`config.mk`:
```
export PLATFORM = sky130hd
export DESIGN_NAME = alu_ctrl_unit
export DESIGN_NICKNAME = d
export VERILOG_FILES = /design/src/rtl/alu_ctrl_unit.sv
export SDC_FILE = /design/constraint.sdc
export NUM_CORES = 1
export LEC_CHECK = 0
export ABC_AREA = 1
export CORE_ASPECT_RATIO = 0.9
export CORE_MARGIN = 2
export CORE_UTILIZATION = 33
export CTS_CLUSTER_SIZE = 14
export DETAILED_ROUTE_END_ITERATION = 10
export PLACE_DENSITY = 0.66
export SETUP_SLACK_MARGIN = 0.2
export SLEW_MARGIN = 0
export SYNTH_ARGS = -nofsm -noshare
export SYNTH_HDL_FRONTEND = slang
export SYNTH_SLANG_ARGS = --single-unit
```
`constraint.sdc`:
```
create_clock -name i_clk -period 1.8 [get_ports i_clk]
set_input_delay 0.36 -clock i_clk [delete_from_list [all_inputs] [get_ports i_clk]]
set_output_delay 0.36 -clock i_clk [all_outputs]
set_load 0.02 [all_outputs]
```
`src/rtl/alu_ctrl_unit.sv`:
```
// Hack-format instruction sequencer driving an external combinational ALU.
// Owns A/D registers, decodes C-instructions, writes back to A, D and memory.
module alu_ctrl_unit #(
  parameter int BUS_WIDTH = 16
) (
  input  logic                 i_clk,
  input  logic                 i_rst,
  input  logic [15:0]          i_instr,
  input  logic                 i_valid,
  output logic                 o_ready,
  output logic                 o_zx,
  output logic                 o_nx,
  output logic                 o_zy,
  output logic                 o_ny,
  output logic                 o_f,
  output logic                 o_no,
  output logic [BUS_WIDTH-1:0] o_X,
  output logic [BUS_WIDTH-1:0] o_Y,
  input  logic [BUS_WIDTH-1:0] i_O,
  input  logic [BUS_WIDTH-1:0] i_M,
  output logic [BUS_WIDTH-1:0] o_m_addr,
  output logic [BUS_WIDTH-1:0] o_m_wdata,
  output logic                 o_m_we,
  output logic [BUS_WIDTH-1:0] o_A,
  output logic [BUS_WIDTH-1:0] o_D,
  output logic                 o_done,
  output logic                 o_jump,
  output logic                 o_zr,
  output logic                 o_ng,
  output logic [1:0]           o_state
);

  localparam logic [1:0] IDLE = 2'd0;
  localparam logic [1:0] EXEC = 2'd1;
  localparam logic [1:0] DONE = 2'd2;

  logic [1:0]           state;
  logic                 is_c_q;
  logic                 a_sel_q;
  logic [5:0]           ctrl_q;
  logic [2:0]           dest_q;
  logic [2:0]           jmp_q;
  logic [BUS_WIDTH-1:0] a_q;
  logic [BUS_WIDTH-1:0] d_q;
  logic [BUS_WIDTH-1:0] res_q;
  logic [BUS_WIDTH-1:0] waddr_q;
  logic                 zr_q;
  logic                 ng_q;
  logic                 accept;
  logic                 in_exec;
  logic                 c_done;

  // Handshake: an instruction transfers on a rising edge where i_valid and
  // o_ready are both high; the source holds i_instr/i_valid until then.
  assign o_ready = (state == IDLE) && !i_rst;
  assign accept  = i_valid && o_ready;
  assign in_exec = (state == EXEC);
  assign c_done  = (state == DONE) && is_c_q;

  always_ff @(posedge i_clk) begin
    if (i_rst) begin
      state   <= IDLE;
      is_c_q  <= 1'b0;
      a_sel_q <= 1'b0;
      ctrl_q  <= '0;
      dest_q  <= '0;
      jmp_q   <= '0;
      a_q     <= '0;
      d_q     <= '0;
      res_q   <= '0;
      waddr_q <= '0;
      zr_q    <= 1'b0;
      ng_q    <= 1'b0;
    end else begin
      case (state)
        IDLE: begin
          if (accept) begin
            is_c_q  <= i_instr[15];
            a_sel_q <= i_instr[12];
            ctrl_q  <= i_instr[11:6];
            dest_q  <= i_instr[5:3];
            jmp_q   <= i_instr[2:0];
            if (i_instr[15]) begin
              state <= EXEC;
            end else begin
              a_q   <= {{(BUS_WIDTH-15){1'b0}}, i_instr[14:0]};
              state <= DONE;
            end
          end
        end
        EXEC: begin
          res_q   <= i_O;
          zr_q    <= (i_O == '0);
          ng_q    <= i_O[BUS_WIDTH-1];
          // Memory write targets the A value seen by the ALU, not the updated one.
          waddr_q <= a_q;
          if (dest_q[2]) a_q <= i_O;
          if (dest_q[1]) d_q <= i_O;
          state <= DONE;
        end
        DONE: state <= IDLE;
        default: state <= IDLE;
      endcase
    end
  end

  assign {o_zx, o_nx, o_zy, o_ny, o_f, o_no} = in_exec ? ctrl_q : 6'b0;

  assign o_X       = d_q;
  assign o_Y       = (in_exec && a_sel_q) ? i_M : a_q;
  assign o_m_we    = c_done && dest_q[0];
  assign o_m_addr  = o_m_we ? waddr_q : a_q;
  assign o_m_wdata = res_q;
  assign o_A       = a_q;
  assign o_D       = d_q;
  assign o_done    = (state == DONE);
  assign o_jump    = c_done && ((jmp_q[2] && ng_q) || (jmp_q[1] && zr_q) ||
                                (jmp_q[0] && !ng_q && !zr_q));
  assign o_zr      = zr_q;
  assign o_ng      = ng_q;
  assign o_state   = state;

endmodule

```
After elaboration in Yosys (flattened, before gate mapping). Index checks and enable logic that the tools add are counted.

Output and inout port bits: 110. Input bits: 51. Bits in registers: 82. Word-level logic and storage cells: 48.

Equal/unequal tests: 5. Multiplexer cells: 10. Reduce and logical (&&, ||, !) cells: 21.

Operators with widths (number): two-way mux 16 bit (5); one-hot mux 16 bit (2 select lines) (1); zero test 16 bit (1); logical AND 1 bit (10); two-way mux 6 bit (1); != test 2 bit (second input constant) (3); two-way mux 2 bit (2); one-hot mux 2 bit (2 select lines) (1); AND reduction 2 bit (2); AND reduction 4 bit (1); zero test 1 bit (3); == test 2 x 1 -> 1 bit (second input constant) (1); == test 2 bit (second input constant) (1); zero test 2 bit (1); logical OR 1 bit (2); nonzero test 2 bit (1).

Longest topological paths before layout.
Depth in word-level cells: 5. Mapped depth: 8. Mapped depth without buffers: 7.

Worst setup path after synthesis. OpenSTA, ideal clock, no wires.

Path type: register to output. From: reg state[1], in the netlist o_state[1]. To: out o_m_addr[10]. Path buffers: 1. Arrival: 1634 ps. Data required time: 1440 ps. Cell stages (with the launch flop): 7. Slack: -194 ps. Cell sequence: dfxtp_1 -> inv_2 -> nor2_1 -> nand3_1 -> inv_2 -> buf_2 -> o21ai_0.

Longest elaborated chain between the ends: 4.

RTL lines: start: declaration (line 37) `logic [1:0] state;`; start signal: assignment (line 62) `state <= IDLE;`; start signal: assignment (line 84) `state <= EXEC;`; start signal: assignment (line 87) `state <= DONE;`; == test 2 bit; via o_done (line 26) `output logic o_done,`; logical AND 1 bit (line 58) `assign c_done = (state == DONE) && is_c_q;`; logical AND 1 bit (line 111) `assign o_m_we = c_done && dest_q[0];`; via o_m_we (line 23) `output logic o_m_we,`; two-way mux 16 bit (line 112) `assign o_m_addr = o_m_we ? waddr_q : a_q;`; end: declaration (line 21) `output logic [BUS_WIDTH-1:0] o_m_addr,`.

The timed path passes the listed nets, and every way through them passes these cells.

Worst setup path after layout.
From: reg state[1], in the netlist o_state[1]. To: out o_m_addr[0].

Longest elaborated chain between the ends: 4.

RTL lines (line): == test 2 bit (58); logical AND 1 bit (58); logical AND 1 bit (111); two-way mux 16 bit (112).

Every way passes these cells.

==> results by group <==
Timing
  – Final hold vios: 0
  – Endpoints failing setup: 29
  – Final worst path period share: 103%
  – Max Transition Viols Final: 0
  – Worst Hold Slack: 0.461 ns
  – Clock Skew: 0.00816 ns
  – Post-layout min period: 1.85 ns
  – RSZ-0062 raised after global routing: true
  – Final setup margin: -0.0515 ns
  – Relative slew slack: 80.2%
  – Fmax: 540 MHz
  – Worst Max-Slew Pin Slew: 0.295 ns

Finish
  – Register Area: 0.00162 mm²
  – Layout Utilization: 57.3%
  – Multi-input logic area: 0.00187 mm²
  – Fillcell total: 1,026
  – Layout cell share with drive strength beyond 1: 21.9%
  – Antenna cells: 0
  – Synth-to-Final Area Change: 70.8%
  – Final nets: 726
  – Final Non-Filler Cells: 813

Floorplanning
  – Die H: 103 µm
  – Starting Density: 33.5%
  – Cell Rows: 36
  – Ports: 161
  – DIE AREA: 0.0117 mm²
  – Horiz. Die Dim: 114 µm
  – Core Box Area: 0.0107 mm²

Routing
  – Detailed Route WL: 12,200 µm
  – DRC: 0
  – Total number of vias: 3,872
  – Routed WL per cell: 15.0 µm
  – DR pass1 iterations: 4
  – Starting DRT DRC Count: 171
  – Vias per Instance: 4.76
  – DRT antenna net count: 0

Placement
  – Pre-CTS setup slack: -0.247 ns
  – GP Congestion: 0.801
  – Inst Count DP: 784
  – DP Wirelength: 8070 µm
  – IO buf count: 160

Min path
  – Hold_sp: o_m_wdata[8]
  – Hold crit path type: register to register

Setup path
  – CP max stage delay: 0.35 ns
  – Worst setup path startpoint: o_state[1]
  – Worst Path Arrival: 1.49 ns
  – Slowest stage cell, crit path: dfxtp_2
  – CP endpoint kind: primary output
  – Worst endpoint required time: 1.44 ns
  – Worst r2r src: o_state[1]
  – Worst-path fanout max: 8
  – Delay-heaviest family, CP: buffers and inverters
  – CP bufs+invs: 5
  – Cell Chain, Critical Path: inv_4 > nor2_4 > nand3_2 > inv_2 > buf_12 > buf_16 > nand2_2 > o21ai_2 > buf_6
  – Critical path type: register to primary output
  – Crit start category: register
  – Reg-to-reg slack, setup: 0.32 ns

Outcome
  – Status: complete, but fails checks
  – Failing checks: negative setup slack

Yosys
  – Top cells by count, synth: nand2_1 (115), dfxtp_1 (81), nor2_1 (69)
  – Post-Syn Area per Cell: 6.90 µm²
  – Yosys top cell area share: 45.1%
  – Async SR Flop Fraction: 0%
  – Area contributors post-synth: dfxtp_1 (45%), nand2_1 (12%), a21oi_1 (9.2%)
  – Post-synth EDFFs: 0
  – Most common cell in the netlist: nand2_1
  – Post-synthesis cell type count: 19
  – Area leader, netlist: dfxtp_1
  – FF+latch count, synth: 81
  – Cell area after synthesis: 0.00359 mm²
  – Synth Instances: 521
  – Top_reg_cell synth: dfxtp_1
  – Seq/Total Area, Yosys: 45.1%
  – YS warnings: 0
  – Syn nets: 572

Clock network
  – Clock root buffer: clkbuf_16
  – Clock Sinks: 81
  – Clock Path Buffers: 2
  – Worst-Skew Late Latency: 0.32 ns
  – CTS Buf Count: 9
  – H-tree lvl count: 3
  – CTS tree: built
  – CTS Hold Bufs: 0
  – Clock Pin Slew Worst Setup and Hold Paths: 0.06 ns

GRT
  – GRT Total Usage: 19.4%
  – Largest net degree at the start of global routing: 80
  – First-pass GRT wire length: 18,100 µm
  – Number of global-route vias before repair: 3,648
  – Initial antenna violation count: 0
  – GR Overflow Total: 0

Job
  – Max-Cap Viols: 0

Pwr
  – Pwr dens: 952 mW/mm²
  – Max VDD drop: 0.000530 V
  – Pleak: 2.83 nW
-- layout make-up --
type,count,area share [%]
sequential,81,26.4
inverter,45,2.83
tap,133,2.71
clock inverter,4,1.61
multi-input combinational,346,30.4
clock buffer,12,4.01
timing repair buffer,192,32.0
-- through the flow --
| stage | TNS [ns] | power, mW | area [µm²] |
|---|---|---|---|
| 6_report | -0.813 | 5.84 | 6140 |
| 5_1_grt | -3.06 | 6.13 | 6140 |
| 4_1_cts | -0.896 | 5.77 | 5930 |
| 3_5_place_dp | -7.94 | 3.70 | 5470 |
| 3_3_place_gp | -6.91 | 3.68 | 5470 |
| 2_1_floorplan | 0 | 2.97 | 3770 |
-- layout by cell type, fill, tap and decap left out, types with 2 or more instances in the layout --
cell and count:
a21oi_1 50, a21oi_2 4, a21oi_4 12, buf_12 8, buf_16 4, buf_4 38, buf_6 18, bufinv_16 3
clkbuf_1 2, clkbuf_16 13, clkdlybuf4s50_1 49, dfxtp_1 79, dfxtp_2 2, dlygate4sd2_1 69, inv_1 41, inv_4 2
nand2_1 110, nand2_2 5, nand3_1 30, nor2_1 50, nor2_2 5, nor2_4 14, o21ai_0 43, o21ai_1 6
o21ai_2 11
-- logic make-up after synthesis --
kind of cell / synth area share, %
AND/OR/NAND/NOR: 24.4
AO/OA/AOI/OAI: 17.7
buffers and inverters: 12.7
flip-flops: 45.1
-- state kept, by name (all words and copies together) (netlist names) --
register	flops
o_A	16
is_c_q	1
a_sel_q	1
waddr_q	16
o_D	16
o_m_wdata	16
ctrl_q	6
o_zr	1
o_state	2
dest_q	3
jmp_q	3
-- power by group --
| part | leakage (nW) | switching [mW] | internal [mW] | total, mW |
|---|---|---|---|---|
| combinational | 2.00 | 0.952 | 0.723 | 1.67 |
| sequential | 0.663 | 0.0929 | 1.96 | 2.05 |
| clock | 0.167 | 0.715 | 1.40 | 2.11 |
| total | 2.83 | 1.76 | 4.08 | 5.84 |
-- routing by layer --
metal,vias to the layer above,share of wire (%),global-route usage [%]
li1,1962,-,-
met1,1775,45,25.3
met2,131,47,32.1
met3,4,7.8,5.53
met4,0,0.47,4.78
met5,-,0,0
-- worst paths after layout --
kind / cells past startpoint / endpoint
setup / recovery: 9 / o_m_addr[0]
hold / removal: 2 / o_m_wdata[8]
setup reg to reg: 9 / o_A[5]
hold reg to reg: 2 / o_m_wdata[8]
-- worst register-to-register path: stages (launching register included) --
cell and delay (ns):
dfxtp_2 0.33, inv_4 0.07, nand2_2 0.09, buf_6 0.15
buf_12 0.15, nand2_2 0.10, nand3_4 0.11, buf_12 0.18
nor2_1 0.13, nor2_1 0.06
-- timing repair --
action,CTS,global route
pin swaps,1,1
endpoints found under the hold margin,0,0
endpoints found under the setup margin,142,75
gates cloned,3,4
setup buffers,3,3
resized for setup,327,29
Power figures use the tool's default switching activity.
